[src/rtl/core_pkg.sv]
// Shared core-wide constants and helpers for fetch, decode and the datapath.
package core_pkg;

    localparam int unsigned XLEN   = 32;
    localparam int unsigned InstrW = 32;

    localparam logic [XLEN-1:0] DefaultResetAddr = 32'h0000_0000;

    // Clears the byte-offset bits so every fetch address is word aligned.
    function automatic logic [XLEN-1:0] word_align(input logic [XLEN-1:0] addr);
        return addr & ~XLEN'(3);
    endfunction

endpackage

[src/rtl/fifo.sv]
// Small synchronous FIFO with flush; flush wins over push and pop.
module fifo #(
    parameter int unsigned Width = 32,
    parameter int unsigned Depth = 4
) (
    input  logic                         clk_i,
    input  logic                         rst_ni,
    input  logic                         push,
    input  logic                         pop,
    input  logic                         flush,
    input  logic [Width-1:0]             wdata,
    output logic [Width-1:0]             rdata,
    output logic                         full,
    output logic                         empty,
    output logic [$clog2(Depth+1)-1:0]   count
);

    localparam int unsigned PtrW = (Depth > 1) ? $clog2(Depth) : 1;
    localparam int unsigned CntW = $clog2(Depth + 1);

    logic [Width-1:0] mem_q [Depth];
    logic [PtrW-1:0]  wr_ptr_q, wr_ptr_d;
    logic [PtrW-1:0]  rd_ptr_q, rd_ptr_d;
    logic [CntW-1:0]  count_q, count_d;
    logic             push_en;
    logic             pop_en;

    assign full    = (count_q == CntW'(Depth));
    assign empty   = (count_q == '0);
    assign count   = count_q;
    assign pop_en  = pop && !empty && !flush;
    assign push_en = push && (!full || pop_en) && !flush;
    // Gate the head so an empty FIFO presents zeros rather than stale storage.
    assign rdata   = empty ? '0 : mem_q[rd_ptr_q];

    // Next pointers and occupancy; pointers wrap explicitly at Depth.
    always_comb begin
        wr_ptr_d = wr_ptr_q;
        rd_ptr_d = rd_ptr_q;
        count_d  = count_q;
        if (flush) begin
            wr_ptr_d = '0;
            rd_ptr_d = '0;
            count_d  = '0;
        end else begin
            if (push_en) begin
                wr_ptr_d = (wr_ptr_q == PtrW'(Depth - 1)) ? '0 : wr_ptr_q + PtrW'(1);
            end
            if (pop_en) begin
                rd_ptr_d = (rd_ptr_q == PtrW'(Depth - 1)) ? '0 : rd_ptr_q + PtrW'(1);
            end
            unique case ({push_en, pop_en})
                2'b10:   count_d = count_q + CntW'(1);
                2'b01:   count_d = count_q - CntW'(1);
                default: count_d = count_q;
            endcase
        end
    end

    // Pointer and occupancy registers.
    always_ff @(posedge clk_i or negedge rst_ni) begin
        if (!rst_ni) begin
            wr_ptr_q <= '0;
            rd_ptr_q <= '0;
            count_q  <= '0;
        end else begin
            wr_ptr_q <= wr_ptr_d;
            rd_ptr_q <= rd_ptr_d;
            count_q  <= count_d;
        end
    end

    // Storage needs no reset; reads of empty slots are masked above.
    always_ff @(posedge clk_i) begin
        if (push_en) begin
            mem_q[wr_ptr_q] <= wdata;
        end
    end

endmodule

[src/rtl/fetch.sv]
// Instruction fetch: pc generation, credit-limited imem requests, in-order
// response buffering and redirect flush with stale-response dropping.
module fetch
    import core_pkg::*;
#(
    parameter logic [XLEN-1:0] ResetAddr = DefaultResetAddr,
    parameter int unsigned     Depth     = 4
) (
    input  logic              clk_i,
    input  logic              rst_ni,
    output logic              imem_req_valid_o,
    input  logic              imem_req_ready_i,
    output logic [XLEN-1:0]   imem_req_addr_o,
    input  logic              imem_resp_valid_i,
    input  logic [InstrW-1:0] imem_resp_data_i,
    input  logic              redirect_valid_i,
    input  logic [XLEN-1:0]   redirect_addr_i,
    output logic              instr_valid_o,
    input  logic              instr_ready_i,
    output logic [InstrW-1:0] instr_o,
    output logic [XLEN-1:0]   pc_o
);

    localparam int unsigned CntW = $clog2(Depth + 1);
    // Two spare bits so the credit sum cannot wrap.
    localparam int unsigned SumW = CntW + 2;

    logic [XLEN-1:0] pc_q, pc_d;
    logic [XLEN-1:0] head_pc_q, head_pc_d;
    logic [CntW-1:0] pend_q, pend_d;
    logic [CntW-1:0] drop_q, drop_d;
    logic            started_q;

    logic [CntW-1:0] cnt;
    logic            fifo_full;
    logic            fifo_empty;
    logic            fifo_push;
    logic            pop;
    logic            req_fire;
    logic            resp_fire;
    logic            resp_stale;
    logic [SumW-1:0] credit_sum;
    logic [XLEN-1:0] target;

    assign target     = word_align(redirect_addr_i);
    assign credit_sum = SumW'(cnt) + SumW'(pend_q) + SumW'(drop_q);

    // Request valid is a function of registered state only.
    assign imem_req_valid_o = started_q && (credit_sum < SumW'(Depth));
    assign imem_req_addr_o  = pc_q;
    assign req_fire         = imem_req_valid_o && imem_req_ready_i;

    assign resp_fire  = imem_resp_valid_i;
    assign resp_stale = (drop_q != '0);
    // Credit accounting keeps the full guard unreachable with a compliant memory.
    assign fifo_push  = resp_fire && !resp_stale && !redirect_valid_i && !fifo_full;

    assign instr_valid_o = !fifo_empty;
    assign pop           = instr_valid_o && instr_ready_i;
    assign pc_o          = head_pc_q;

    // Next pc, head pc and credit counters; redirect overrides everything.
    always_comb begin
        pc_d      = pc_q;
        head_pc_d = head_pc_q;
        pend_d    = pend_q;
        drop_d    = drop_q;
        if (redirect_valid_i) begin
            pc_d      = target;
            head_pc_d = target;
            pend_d    = '0;
            // Everything still owed by memory becomes stale, including a
            // request accepted this cycle; a response this cycle is consumed.
            drop_d    = drop_q + pend_q + CntW'(req_fire) - CntW'(resp_fire);
        end else begin
            if (req_fire) begin
                pc_d = pc_q + XLEN'(4);
            end
            if (pop) begin
                head_pc_d = head_pc_q + XLEN'(4);
            end
            pend_d = pend_q + CntW'(req_fire) - CntW'(resp_fire && !resp_stale);
            drop_d = drop_q - CntW'(resp_fire && resp_stale);
        end
    end

    // Fetch state registers; started_q opens the request path one cycle after reset.
    always_ff @(posedge clk_i or negedge rst_ni) begin
        if (!rst_ni) begin
            pc_q      <= ResetAddr;
            head_pc_q <= ResetAddr;
            pend_q    <= '0;
            drop_q    <= '0;
            started_q <= 1'b0;
        end else begin
            pc_q      <= pc_d;
            head_pc_q <= head_pc_d;
            pend_q    <= pend_d;
            drop_q    <= drop_d;
            started_q <= 1'b1;
        end
    end

    fifo #(
        .Width (InstrW),
        .Depth (Depth)
    ) u_fifo (
        .clk_i  (clk_i),
        .rst_ni (rst_ni),
        .push   (fifo_push),
        .pop    (pop),
        .flush  (redirect_valid_i),
        .wdata  (imem_resp_data_i),
        .rdata  (instr_o),
        .full   (fifo_full),
        .empty  (fifo_empty),
        .count  (cnt)
    );

endmodule

[config.mk]
export PLATFORM = sky130hd
export DESIGN_NAME = fetch
export DESIGN_NICKNAME = d
export VERILOG_FILES = /design/src/rtl/core_pkg.sv /design/src/rtl/fifo.sv /design/src/rtl/fetch.sv
export SDC_FILE = /design/constraint.sdc
export NUM_CORES = 1
export LEC_CHECK = 0
export BUFFER_PORTS_ARGS = -buffer_cell sky130_fd_sc_hd__buf_2
export CAP_MARGIN = 20
export CORE_ASPECT_RATIO = 0.6
export CORE_MARGIN = 1
export CORE_UTILIZATION = 56
export CTS_CLUSTER_DIAMETER = 100
export DETAILED_ROUTE_END_ITERATION = 8
export PLACE_DENSITY = 0.77
export SETUP_SLACK_MARGIN = 0.4
export SYNTH_ARGS = -nofsm -noshare
export SYNTH_HDL_FRONTEND = slang
export SYNTH_SLANG_ARGS = --single-unit
[constraint.sdc]
create_clock -name clk_i -period 4.9 [get_ports clk_i]
set_clock_uncertainty 0.05 [all_clocks]
set_input_delay 0.98 -clock clk_i [delete_from_list [all_inputs] [get_ports clk_i]]
set_output_delay 0.98 -clock clk_i [all_outputs]
set_load 0.005 [all_outputs]
* Yosys cells after proc, flatten, opt, wreduce, memory -nomap -nowiden
Memory sizes are Yosys's and may differ from the RTL's.
Index checks and enable logic that the tools add are counted.
** Operators by class
- Add/subtract/negate cells :: 14
- Order comparisons :: 1
- Equal/unequal tests :: 5
- Muxes and demuxes :: 17
- Reduce and logical (&&, ||, !) cells :: 23
** Operators with widths (count)
- $mux W32 :: 5
- $add A32 B3 Y32 const B :: 2
- $mux W2 :: 6
- $logic_and A1 B1 Y1 :: 11
- $mux W3 :: 3
- $sub A3 B1 Y3 :: 3
- $reduce_bool A2 Y1 :: 4
- $add A3 B1 Y3 :: 2
- $eq A2 B2 Y1 const B :: 3
- $pmux W3 S2 :: 1
- $reduce_bool A3 Y1 :: 2
- $add A4 B3 Y5 :: 1
- $lt A5 B3 Y1 const B :: 1
- $add A2 B1 Y2 const B :: 2
- $add A3 B3 Y4 :: 1
- $logic_not A1 Y1 :: 4
- $add A3 B1 Y3 const B :: 1
- $add A3 B3 Y3 :: 1
- $eq A3 B3 Y1 const B :: 1
- $logic_not A3 Y1 :: 1
- $sub A3 B1 Y3 const B :: 1
- $eq A2 B1 Y1 const B :: 1
- $mux W1 :: 2
- $logic_or A1 B1 Y1 :: 1
** Storage, ports and cells
- Register bits :: 78
- RAM bits :: 128
- Bits of input ports :: 70
- Logic and storage cells :: 69
- Memories kept :: 1
** Memory list
- u_fifo.mem_q :: words 4, width 32, read ports 1, clocked after memory_dff 0, wr ports 1, RTL line fifo.sv:21 : logic [Width-1:0] mem_q [Depth];

* Longest topological paths before layout
- Depth after elaboration :: 11
- Gate-level depth with buffers :: 15
- Depth with buffers taken out :: 15

* Cells and area by module
Synthesis repeated with hierarchy kept, for this count alone.
** Second synthesis, totals
- Cells, all modules :: 693
- Area total of the unflattened synthesis :: 9598.0 sq um
** By module, submodules not included
- fifo :: times used 1, cells each 268, area an instance 5408.9 sq um
- fetch :: times used 1, cells each 425, area an instance 4189.0 sq um

* Worst setup path before layout
No wires, ideal clock.
- Kind :: flip-flop to flip-flop
- From :: reg u_fifo.count_q[1], in the netlist u_fifo.count[1]
- To :: reg pend_q[2]
- Library setup time :: 0.132 ns
- Data arrival time :: 3.314 ns
- Required time :: 4.718 ns
- Slack :: 1.404 ns
- Cell stages (with the launch flop) :: 16
- Buffers on the path :: 1
- Clock period less this slack :: 3.496 ns
- Path through :: dfrtp_1 > inv_1 > fa_1 > nor2_1 > fa_1 > nand3b_1 > buf_2 > nor2_1 > inv_1 > ha_1 > inv_1 > ha_1 > inv_1 > fa_1 > xnor2_1 > nor2_1
** Between the ends
- Longest elaborated chain between the ends :: 8
** Ends and longest elaborated chain
- from (decl) :: RTL line fifo.sv:24 : logic [CntW-1:0] count_q, count_d;
- from (signal assigned) :: RTL line fifo.sv:69 : count_q <= count_d;
- $add A3 B3 Y4 :: RTL line fetch.sv:46 : assign credit_sum = SumW'(cnt) + SumW'(pend_q) + SumW'(drop_q);
- $add A4 B3 Y5 :: RTL line fetch.sv:46
- $lt A5 B3 Y1 :: RTL line fetch.sv:49 : assign imem_req_valid_o = started_q && (credit_sum < SumW'(Depth));
- $logic_and A1 B1 Y1 :: RTL line fetch.sv:49
- $logic_and A1 B1 Y1 :: RTL line fetch.sv:51 : assign req_fire = imem_req_valid_o && imem_req_ready_i;
- $add A3 B1 Y3 :: RTL line fetch.sv:82 : pend_d = pend_q + CntW'(req_fire) - CntW'(resp_fire && !resp_stale);
- $sub A3 B1 Y3 :: RTL line fetch.sv:82
- $mux W3 :: RTL line fetch.sv:68 : if (redirect_valid_i) begin
- net pend_d[2] :: RTL line fetch.sv:30 : logic [CntW-1:0] pend_q, pend_d;
- to (signal assigned) :: RTL line fetch.sv:98 : pend_q <= pend_d;
- to (decl) :: RTL line fetch.sv:30
The timed path passes the listed nets, and every way through them passes these cells.
A chain may end at the register's enable or synchronous reset.

* Worst setup path in the final report
Ends and elaborated chain as after synthesis.

==> key figures <==
Route
  • Via/cell ratio: 5.72
  • Met1 WL: 9630 um
  • Final wirelength: about 21000 um
  • Met3 wire length: between 1000 and 1500 um
  • Top sig layer: met4
  • Drt pass-1 iters: 5
  • Antenna Nets Post-Route: 0
  • DRT iter0 DRCs: 473
  • DRC viols: 0
  • DR WL met2: 9520 um
  • Post-DR wirelength/cell: between 15 and 20 um
  • Vias: 6145

Synth
  • Main combinational cell family by area after synthesis: simple AND/OR/NAND/NOR gates
  • Post-Syn Instances: ~670
  • Ys Warns: 0
  • Mux share of post-synthesis cell area: 11.3%
  • Synth area leaders: edfxtp_1, dfrtp_1, mux4_2
  • Distinct cell type count after synthesis: 54
  • Compound-Gate Fraction of Synth Area: approximately 4.3%
  • Simple-gate portion of the synthesized area: 13.0%
  • Synthesized area per cell: ~14 um2
  • Post-Synth Adder-Cell Area: 3.58%
  • Synth top cells by count: edfxtp_1, dfrtp_1, nor2b_1
  • Async SR Flop Fraction: 36.6%
  • Netlist Area Pre-Place: 0.00950 mm2
  • Area leader, netlist: edfxtp_1
  • Seq/Total Area, Yosys: ~60%
  • Synth Flop Type: edfxtp_1
  • Top-count cell post-synth: edfxtp_1
  • Synth top area share: between 40% and 50%
  • #FFs+latches synth: 202
  • Post-synth EDFFs: 128
  • Post-synthesis xor/xnor area fraction: 4.88%

Timing
  • Worst-Margin Slew: 0.997 ns
  • Hold Vio Cnt, Final: 0
  • Max-slew headroom: 33.5%
  • Tmin final: 4.14 ns
  • RSZ-0062 raised after global routing: false
  • Tcrit/Tclk final: around 84%
  • Fmax: ~240 MHz
  • Setup TNS: 0 ns
  • Slew Viols, Final: 0
  • Final Setup Violations: 0

Worst setup path
  • Startpoint Class: flip-flop
  • Crit Path Class: flip-flop to flip-flop
  • Cell mode on critical path: inv_1
  • CP max-delay cell: nor2_1
  • Crit. End Element: flip-flop
  • Crit path required time: 5.20 ns
  • Reg2Reg Depth: 14
  • R2R Path End: pend_q[2]$_DFF_PN0_
  • CP max stage delay: 0.55 ns
  • Worst reg2reg setup slack: 0.76 ns
  • Worst R2R Start: u_fifo.count[1]$_DFFE_PN0P_
  • Critical Path Fanout Max: 11
  • Worst-path cell chain: inv_1, fa_1, nor2_1, fa_1, nand3b_1, nor2_1, inv_1, ha_1, inv_1, ha_1, inv_1, fa_1, xnor2_1, nor2_1
  • Critical path arrival: 4.44 ns

Die
  • Starting Density: approximately 58%
  • Width of the die: 170 um
  • DIE AREA: ~0.018 mm2
  • Ports: 168
  • Core area: 0.0164 mm2
  • DIE HEIGHT: ~100 um
  • Site row count: 36

Global routing
  • Grt total ovfl: 0
  • First-pass GRT wire length: 32800 um
  • Vias in the first global route: 6236
  • GRT Util Overall: 24.6%
  • Largest net degree at the start of global routing: 75
  • Initial antenna violation count: 0

Clock tree
  • Maximum buffer depth of the clock tree: 3
  • Cts bufs inserted: 20
  • Clock Tree Root: clkbuf_16
  • H-tree Lvls: 1
  • CTS tree: yes
  • Worst skew pair latency: 0.49 ns
  • CTS Hold Bufs: 0
  • Post_cts resized: 0
  • Clock-pin slew on the worst setup and hold paths: 0.07 ns
  • Postcts setup bufs: 0
  • Clock Sinks: 202

Pwr
  • Cell Pwr Density: between 400 and 500 mW/mm2
  • Leak pwr: 4.34 nW
  • Peak VDD IR: approximately 0.00027 V

Cells and area
  • Fin area: 0.0112 mm2
  • Filler cells: around 1200
  • Nets@finish: 926
  • Layout area overhead: 17.6%
  • Antenna Cells: 0
  • Layout cells sized above 1: 32.9%

Placement
  • Post-DP HPWL: 14300 um
  • Post-DP Area: 0.0105 mm2
  • PortBufs: approximately 160
  • Placer Congestion: 0.858

Hold path
  • Worst hold path depth: 2
  • Worst min-delay path category: flip-flop to flip-flop
  • HP Start: pc_o[31]$_DFFE_PN0N_
  • Worst Hold Endpoint: pc_o[31]$_DFFE_PN0N_

Status
  • Outcome: completed

Job
  • Max Cap Viol: 0
[per-layer routing]
metal	track usage, %	up-vias
li1	-	2810
met2	38.6	224
met5	0	-
met4	5.96	0
met1	35.8	3088
met3	5.07	23
[worst max path at each step]
stage	from	to	cells past startpoint	slack (ns)
after detailed placement	u_fifo.count[1]$_DFFE_PN0P_	pend_q[2]$_DFF_PN0_	14	0.81
after floorplan	u_fifo.count[1]$_DFFE_PN0P_	pend_q[2]$_DFF_PN0_	15	1.40
final	u_fifo.count[1]$_DFFE_PN0P_	pend_q[2]$_DFF_PN0_	14	0.76
after global placement	u_fifo.count[1]$_DFFE_PN0P_	pend_q[2]$_DFF_PN0_	14	0.91
after CTS	u_fifo.count[1]$_DFFE_PN0P_	pend_q[2]$_DFF_PN0_	14	0.80
after global routing	u_fifo.count[1]$_DFFE_PN0P_	pend_q[2]$_DFF_PN0_	14	0.51
[per-stage QoR]
step / power (mW) / utilization, % / cells / hold slack, ns / setup WS [ns]
floorplan: 3.08 / - / 670 / 0.488 / 1.40
CTS: 5.08 / 68.1 / 1074 / 0.529 / 0.797
global route: 5.32 / 68.1 / 1075 / 0.571 / 0.514
detailed placement: 3.60 / 64.2 / 1038 / 0.515 / 0.805
finish: 5.04 / 68.1 / 1075 / 0.527 / 0.761
global placement: 3.54 / 64.2 / 1038 / 0.506 / 0.910
[area by class of cell]
cell class                      instances  area, um2  share of cell area [%]
Sequential cell                       202       5700                    51.0
Multi-Input combinational cell        406       3550                    31.8
Timing Repair Buffer                  173        903                    8.09
Clock buffer                           24        537                    4.80
Tap cell                              228        285                    2.55
Inverter                               30        113                    1.01
Clock inverter                         12       88.8                   0.795
[cells in the final DEF, fill, tap and decap left out, types with 8 or more instances in the layout]
master	instances
buf_2	161
edfxtp_1	128
dfrtp_1	73
nor2b_1	34
nor2_1	33
mux4_2	32
xnor2_1	30
inv_1	29
nand2_1	27
mux2_2	24
xor2_1	23
nand3_1	21
clkbuf_16	21
ha_1	16
a21oi_1	15
nor3_1	14
and3_1	11
nand4_1	11
a31oi_1	11
buf_4	11
or3_1	10
mux2i_1	8
[critical path, delay by kind of cell, from the launching register on]
family,cells,cell delay [ns]
XOR/XNOR,1,0.16
adder cells (fa/ha/maj),5,1.73
buffers and inverters,4,0.30
flip-flops,1,0.53
AND/OR/NAND/NOR,4,1.21
[power breakdown]
group	total [mW]	internal (mW)	switching, mW
Sequential	2.13	1.94	0.189
Combinational	1.44	0.677	0.761
Clock	1.47	0.838	0.629
[cells by family after synthesis]
logic type	count (synthesis)
simple gates	203
flops	202
mux	64
buf+inv	62
compound gates	58
xor+xnor	53
fa+ha+maj	23
other cells	2
[flip-flops by register name, summed over array words and instances (netlist names)]
name,flops
imem_req_addr_o,30
u_fifo.count,3
pend_q,3
u_fifo.mem_q,128
u_fifo.wr_ptr_q,2
started_q,1
pc_o,30
u_fifo.rd_ptr_q,2
drop_q,3
Power figures use the tool's default switching activity.
